<file path="config.mk">
export PLATFORM = sky130hd
export DESIGN_NAME = wptr_ctrl
export DESIGN_NICKNAME = d
export VERILOG_FILES = /design/src/rtl/fifo_pkg.sv /design/src/rtl/sync_chain.sv /design/src/rtl/wptr_ctrl.sv
export SDC_FILE = /design/constraint.sdc
export NUM_CORES = 1
export LEC_CHECK = 0
export CORE_MARGIN = 1
export CORE_UTILIZATION = 43
export DETAILED_ROUTE_END_ITERATION = 16
export PLACE_DENSITY = 0.75
export SLEW_MARGIN = 20
export SYNTH_ARGS = -nofsm -noshare
export SYNTH_HDL_FRONTEND = slang
export SYNTH_SLANG_ARGS = --single-unit
export TNS_END_PERCENT = 10
</file>
<file path="constraint.sdc">
create_clock -name wclk -period 3.45 [get_ports wclk]
set_clock_uncertainty 0.05 [all_clocks]
set_input_delay 0.69 -clock wclk [delete_from_list [all_inputs] [get_ports wclk]]
set_output_delay 0.69 -clock wclk [all_outputs]
set_load 0.1 [all_outputs]
</file>
<file path="src/rtl/fifo_pkg.sv">
// Pointer helpers shared by the write- and read-domain controllers of the asynchronous FIFO.
// Helpers work on a 32-bit container and ignore bits at or above the requested width.
package fifo_pkg;

   localparam int unsigned MAX_PTR_BITS = 32;

   function automatic int unsigned fifo_depth(input int unsigned ptr_width);
      return 32'd1 << ptr_width;
   endfunction

   function automatic logic [MAX_PTR_BITS-1:0] width_mask(input int unsigned width);
      logic [MAX_PTR_BITS-1:0] m;
      if (width >= MAX_PTR_BITS)
         m = '1;
      else
         m = (32'd1 << width) - 32'd1;
      return m;
   endfunction

   function automatic logic [MAX_PTR_BITS-1:0] bin2gray(input logic [MAX_PTR_BITS-1:0] bin,
                                                        input int unsigned width);
      logic [MAX_PTR_BITS-1:0] b;
      b = bin & width_mask(width);
      return b ^ (b >> 1);
   endfunction

   // XOR prefix from the MSB; the masked upper bits are zero so they do not disturb the result.
   function automatic logic [MAX_PTR_BITS-1:0] gray2bin(input logic [MAX_PTR_BITS-1:0] gray,
                                                        input int unsigned width);
      logic [MAX_PTR_BITS-1:0] g;
      logic [MAX_PTR_BITS-1:0] b;
      g = gray & width_mask(width);
      b = '0;
      b[MAX_PTR_BITS-1] = g[MAX_PTR_BITS-1];
      for (int i = MAX_PTR_BITS - 2; i >= 0; i--)
         b[i] = b[i+1] ^ g[i];
      return b;
   endfunction

endpackage

</file>
<file path="src/rtl/sync_chain.sv">
// Multi-flop synchroniser for a Gray-coded pointer crossing into this clock domain.
module sync_chain #(
   parameter int WIDTH  = 1,
   parameter int STAGES = 2
) (
   input  logic             clk,
   input  logic             rst_n,
   input  logic [WIDTH-1:0] d,
   output logic [WIDTH-1:0] q
);

   logic [STAGES-1:0][WIDTH-1:0] chain;

   always_ff @(posedge clk or negedge rst_n) begin
      if (!rst_n)
         chain <= '0;
      else
         chain <= {chain[STAGES-2:0], d};
   end

   assign q = chain[STAGES-1];

endmodule

</file>
<file path="src/rtl/wptr_ctrl.sv">
// Write-domain pointer controller: binary/Gray write pointers plus registered full,
// almost-full, fill level, write acknowledge and sticky overflow.
module wptr_ctrl
   import fifo_pkg::*;
#(
   parameter int PTR_WIDTH   = 6,
   parameter int SYNC_STAGES = 2
) (
   input  logic                 wclk,
   input  logic                 rst,
   input  logic                 w_en,
   input  logic [PTR_WIDTH:0]   g_rptr_async,
   input  logic [PTR_WIDTH:0]   af_thresh,
   input  logic                 clr_ovf,
   output logic [PTR_WIDTH:0]   b_wptr,
   output logic [PTR_WIDTH:0]   g_wptr,
   output logic [PTR_WIDTH-1:0] waddr,
   output logic                 full,
   output logic                 almost_full,
   output logic [PTR_WIDTH:0]   wr_level,
   output logic                 wr_ack,
   output logic                 overflow
);

   localparam int unsigned PW    = PTR_WIDTH + 1;
   localparam int unsigned DEPTH = fifo_depth(PTR_WIDTH);

   logic [PTR_WIDTH:0] g_rptr_s;
   logic [PTR_WIDTH:0] b_rptr_s;
   logic [PTR_WIDTH:0] b_next;
   logic [PTR_WIDTH:0] g_next;
   logic [PTR_WIDTH:0] level_next;
   logic               wr_acc;
   logic               full_next;
   logic               af_next;

   sync_chain #(
      .WIDTH  (PW),
      .STAGES (SYNC_STAGES)
   ) u_rptr_sync (
      .clk   (wclk),
      .rst_n (rst),
      .d     (g_rptr_async),
      .q     (g_rptr_s)
   );

   assign b_rptr_s   = PW'(gray2bin(32'(g_rptr_s), PW));
   assign wr_acc     = w_en & ~full;
   assign b_next     = b_wptr + PW'(wr_acc);
   assign g_next     = PW'(bin2gray(32'(b_next), PW));
   assign level_next = b_next - b_rptr_s;

   // Full when the write pointer is one lap ahead: top two Gray bits inverted, rest equal.
   assign full_next = (g_next == {~g_rptr_s[PTR_WIDTH:PTR_WIDTH-1], g_rptr_s[PTR_WIDTH-2:0]});
   // Level never exceeds DEPTH, so a threshold above DEPTH can never be reached.
   assign af_next   = (af_thresh <= PW'(DEPTH)) && (level_next >= af_thresh);

   assign waddr = b_wptr[PTR_WIDTH-1:0];

   always_ff @(posedge wclk or negedge rst) begin
      if (!rst) begin
         b_wptr      <= '0;
         g_wptr      <= '0;
         full        <= 1'b0;
         almost_full <= 1'b0;
         wr_level    <= '0;
         wr_ack      <= 1'b0;
         overflow    <= 1'b0;
      end else begin
         b_wptr      <= b_next;
         g_wptr      <= g_next;
         full        <= full_next;
         almost_full <= af_next;
         wr_level    <= level_next;
         wr_ack      <= wr_acc;
         overflow    <= (w_en & full) | (overflow & ~clr_ovf);
      end
   end

endmodule

</file>
Word-level counts from Yosys, hierarchy flattened
Index checks and enable logic that the tools add are counted.
Widths: inputs -> output; s select.
Word-level totals
  register bits after elaboration: 39
  latch bits: 0
  RAM bits: 0
  memory bits (read-only): 0
  bits of input ports: 18
  logic and storage cells: 29
  memories: 0
Cells by class
  add/subtract/negate cells: 2
  multiply operators: 0
  div/mod/pow operators: 0
  order comparisons: 2
  eq/ne operators: 1
  shifts and indexed selects: 0
  mux-type cells: 0
  bitwise gates (word level): 14
  reductions and logical operators: 1
Operators with widths (count)
  $add 7x1->7: 1
  $eq 7x7->1: 1
  $ge 7x7->1: 1
  $le 7x7->1 const B: 1
  $sub 7x7->7: 1
  $xor 7x6->7: 1
  $xor 1x1->1: 6
  $and 1x1->1: 3
  $not 1->1: 2
  $not 2->2: 1
  $logic_and 1x1->1: 1
  $or 1x1->1: 1

Depth between registers and ports, before layout
  word-level depth: 9
  gate-level depth with buffers: 18
  depth with buffers taken out: 18

By module
Synthesis repeated with hierarchy kept, for this count alone.
Unflattened totals
  cell total of the unflattened synthesis: 166
  area total of the unflattened synthesis: 1925.6 µm²
Modules (own cells, without submodules)
  wptr_ctrl: times used 1, cells each 145, area an instance 1522.7 µm²
  sync_chain: times used 1, cells each 21, area an instance 402.9 µm²

Worst setup path after synthesis
No wires, ideal clock.
  path kind: register to register
  start: reg full
  end: reg almost_full
  data arrival time: 3.548 ns
  data required time: 3.276 ns
  setup slack: -0.272 ns
  cell stages (with the launch flop): 16
  buffers on the path: 1
  cells stage by stage: dfrtp_1 -> nor2b_1 -> ha_1 -> ha_1 -> buf_2 -> xor2_1 -> ha_1 -> a21oi_1 -> nor2_1 -> nor2_1 -> o21bai_1 -> a21oi_1 -> xnor2_1 -> ha_1 -> o22a_1 -> o31a_1
Between the ends
  longest elaborated chain between the ends: 6
Ends and longest elaborated chain
  start: declaration: line wptr_ctrl.sv:18  | output logic full,
  start signal: assignment: line wptr_ctrl.sv:72  | full <= full_next;
  $not 1->1: line wptr_ctrl.sv:48  | assign wr_acc = w_en & ~full;
  $and 1x1->1: line wptr_ctrl.sv:48
  named net wr_acc: line wptr_ctrl.sv:33  | logic wr_acc;
  $add 7x1->7: line wptr_ctrl.sv:49  | assign b_next = b_wptr + PW'(wr_acc);
  named net b_next[2]: line wptr_ctrl.sv:30  | logic [PTR_WIDTH:0] b_next;
  $sub 7x7->7: line wptr_ctrl.sv:51  | assign level_next = b_next - b_rptr_s;
  named net level_next[6]: line wptr_ctrl.sv:32  | logic [PTR_WIDTH:0] level_next;
  $ge 7x7->1: line wptr_ctrl.sv:56  | assign af_next = (af_thresh <= PW'(DEPTH)) && (level_next >= af_thresh);
  $logic_and 1x1->1: line wptr_ctrl.sv:56
  named net af_next: line wptr_ctrl.sv:35  | logic af_next;
  end signal: assignment: line wptr_ctrl.sv:73  | almost_full <= af_next;
  end: declaration: line wptr_ctrl.sv:19  | output logic almost_full,
The timed path passes the listed nets, and every way through them passes these cells.

Worst setup path after layout
  start: reg u_rptr_sync.chain (netlist bit u_rptr_sync.q[5])
  end: reg almost_full
Between the ends
  longest elaborated chain between the ends: 9
Ends and longest elaborated chain
  start: declaration: line sync_chain.sv:12  | logic [STAGES-1:0][WIDTH-1:0] chain;
  start signal: assignment: line sync_chain.sv:18  | chain <= {chain[STAGES-2:0], d};
  $xor 1x1->1 *: line fifo_pkg.sv:36  | b[i] = b[i+1] ^ g[i];
  $xor 1x1->1 (5 in series): line fifo_pkg.sv:36
  $sub 7x7->7 *: line wptr_ctrl.sv:51
  named net level_next[6]: line wptr_ctrl.sv:32
  $ge 7x7->1 *: line wptr_ctrl.sv:56
  $logic_and 1x1->1 *: line wptr_ctrl.sv:56
  named net af_next: line wptr_ctrl.sv:35
Mark *: on every way through the listed nets, which the timed path passes. The rest lies on a longest branch.

==> out/metrics.yaml <==
outcome:
  status: "complete, but fails checks"
  violations: "negative setup slack"
drt:
  drtPass1Iterations: 4
  dr_total_vias: 1370
  routed_wl_mm: 3.81
  ant_nets: 0
  drc: 0
  vias_per_cell: 4.77
  wire_per_inst_um: 13.3
  drtIter0Drc: 38
die:
  dieArea_um2: 4620
  initial_core_util_pct: 45.8
  die_x_um: 68
  core_area_um2: 4090
  rows: 23
  die_h_um: 68
  io_pins: 49
clock_network:
  cts_tree: "yes"
  cts_buffers: 5
  cts_root_buffer: "clkbuf_8"
  clock_sink_count: 38
  clk_path_buf_depth: 2
  clk_pin_slew_worst_paths_ns: 0.07
  htree_num_levels: 2
  clk_latency_ns: 0.29
layout:
  diodes: 0
  final_common_cell: "buf_4"
  final-instance-count-excl-fill: 287
  fillers: 318
  areaGrowthSynthToFinish_pct: 42.6
  final_layout_size_suffix_gt1_share_pct: 29.1
  final_cell_mix: "buf_4 (49), dfrtp_1 (36), clkdlybuf4s50_1 (31), xor2_1 (15), ha_1 (15)"
  nets: 270
synthesis:
  yosysUniqueCellTypes: 30
  synth-xor-area-share_pct: 17.0
  ys_seq_area_share_pct: 50.8
  syn-num-nets: 193
  synth_area_um2: 1870
  synth_simple_gate_area_share_pct: 7.15
  ys.flop_type: "dfrtp_1"
  synth_top_area_cell: "dfrtp_1"
  synth_top_area_share_pct: 50.8
  async_flop_share_pct: 100
  postSynthCellCount: 159
  synth_compound_area_share_pct: 6.55
  synth_edf_count: 0
  synthMuxAreaShare_pct: 0.534
  synth_adder_area_share_pct: 11.1
  synthTopCellsByArea: "dfrtp_1 (51%), ha_1 (10%), xor2_1 (7.0%)"
  yosysWarnings: 0
  synth_seq_cells: 38
  synth_top_family_by_area: "XOR/XNOR gates"
  synth.avg_cell_area_um2: 11.8
global_routing:
  grt_pass1_wl_mm: 6.22
  grt_antenna_before_repair: 0
  grt_usage_pct: 19.3
  grt-ovfl-total: 0
  grt_pass1_vias: 1371
  grt_start_max_net_pins: 39
timing:
  min_period_ns: 3.67
  setup_violations: 1
  max_freq_ghz: 0.272
  hold_viol_final: 0
  timing.slew.headroom_pct: 34.3
  fin_crit_sh_pct: 106
  slew_viol_final: 0
  finalWorstSetupSlack_ns: -0.220
  tns_ns: -0.220
  rsz0062_at_grt: "yes"
  worst_slew_pin_slew_ns: 0.983
placement:
  io_buffers: 48
  place_inst: 272
  dp_hpwl_mm: 2.77
  gp_congestion: 0.797
critical_path:
  crit_top_cell: "xor2_2"
  reg2regPathDepth: 18
  worstPathArrival_ns: 3.79
  crit_fanout: 2
  r2r_end: "almost_full$_DFF_PN0_"
  max_stage_delay_ns: 0.41
  slowest_stage: "dfrtp_1"
  setup.worst_path.start: "u_rptr_sync.q[5]$_DFF_PN0_"
  end_kind: "flop"
  reg2reg_slack_ns: -0.22
  timing.rr.start: "u_rptr_sync.q[5]$_DFF_PN0_"
  critPathTopFamily: "XOR/XNOR gates"
  crit_chain: "xnor2_2 > xor2_2 > xor2_2 > xor2_2 > xor2_2 > xnor2_1 > ha_1 > inv_1 > fa_2 > a21oi_2 > nor2_1 > nor2_1 > o21bai_1 > a21oi_2 > xnor2_2 > ha_1 > o22a_1 > o31a_1"
  cp_data_required_time_ns: 3.57
  cp_num_buf_inv: 1
  startpoint_type: "flop"
  criticalPathCategory: "reg2reg"
min_path:
  hold_start: "u_rptr_sync.chain[5]$_DFF_PN0_"
  whs_endpoint: "u_rptr_sync.q[5]$_DFF_PN0_"
  hp-class: "reg2reg"
  whs_path_depth: 0
run:
  drv_cap: 0
## through the flow
stage / setup WS (ns) / cell area, um2 / hold WS, ns / utilization [%]
after CTS: -0.220 / 2640 / 0.307 / 64.7
after global placement: -0.354 / 2500 / 0.284 / 61.1
after floorplan: -0.122 / 1880 / 0.281 / -
final: -0.220 / 2670 / 0.303 / 65.3
after detailed placement: -0.432 / 2500 / 0.286 / 61.1
after global routing: -0.442 / 2670 / 0.314 / 65.3
## Yosys cell counts (2+ instances only)
cell type and count:
dfrtp_1 38, ha_1 15, xor2_1 15, inv_1 14, xnor2_1 12, buf_4 9
a21oi_1 6, nand2_1 6, nor2_1 6, nor3_1 5, nand3_1 4, o21ai_0 4
xor2_2 4, and3_1 2, buf_2 2, nor2b_1 2, o21bai_1 2
## area by class of cell
type                            instances  area (um2)  share of cell area, %
Sequential cell                        38         953                   35.7
Multi-Input combinational cell         96         810                   30.3
Timing Repair Buffer                   81         683                   25.6
Clock buffer                            5        68.8                   2.58
Tap cell                               50        62.6                   2.34
Inverter                               14        52.6                   1.97
Clock inverter                          3        40.0                   1.50
## per-layer routing
layer  vias up  track usage, %  part of all wire [%]
met3         2            6.17                   4.7
li1        665               -                     -
met5         -               0                     0
met1       660            22.5                    43
met2        43            31.9                    51
met4         0            9.11                  0.97
## worst max path at each step
stage	endpoint	slack, ns	cells past startpoint
finish	almost_full$_DFF_PN0_	-0.22	18
global route	almost_full$_DFF_PN0_	-0.44	18
CTS	almost_full$_DFF_PN0_	-0.22	18
detailed placement	almost_full$_DFF_PN0_	-0.43	15
global placement	almost_full$_DFF_PN0_	-0.35	15
floorplan	almost_full$_DFF_PN0_	-0.12	18
## cell families (layout without fill, tap and decap cells)
logic type      after synthesis  count (layout)
compound gates               19              19
buf+inv                      25             103
flops                        38              38
simple gates                 28              28
xor+xnor                     32              32
mux                           1               1
fa+ha+maj                    16              16
## what timing repair did
item / CTS / global route
hold buffers: 0 / 0
buffers inserted: 5 / 2
resized for setup: 0 / 2
pin swaps: 6 / 6
endpoints found under the setup margin: 1 / 2
## sequential cells by signal, indices dropped and copies added (netlist names)
register	count
g_wptr	6
b_wptr	7
u_rptr_sync.chain	7
overflow	1
wr_level	7
u_rptr_sync.q	7
wr_ack	1
almost_full	1
full	1
Power is left out: the tool's default activity adds up to more than one toggle a clock period on the data nets, which glitch-free logic cannot reach.
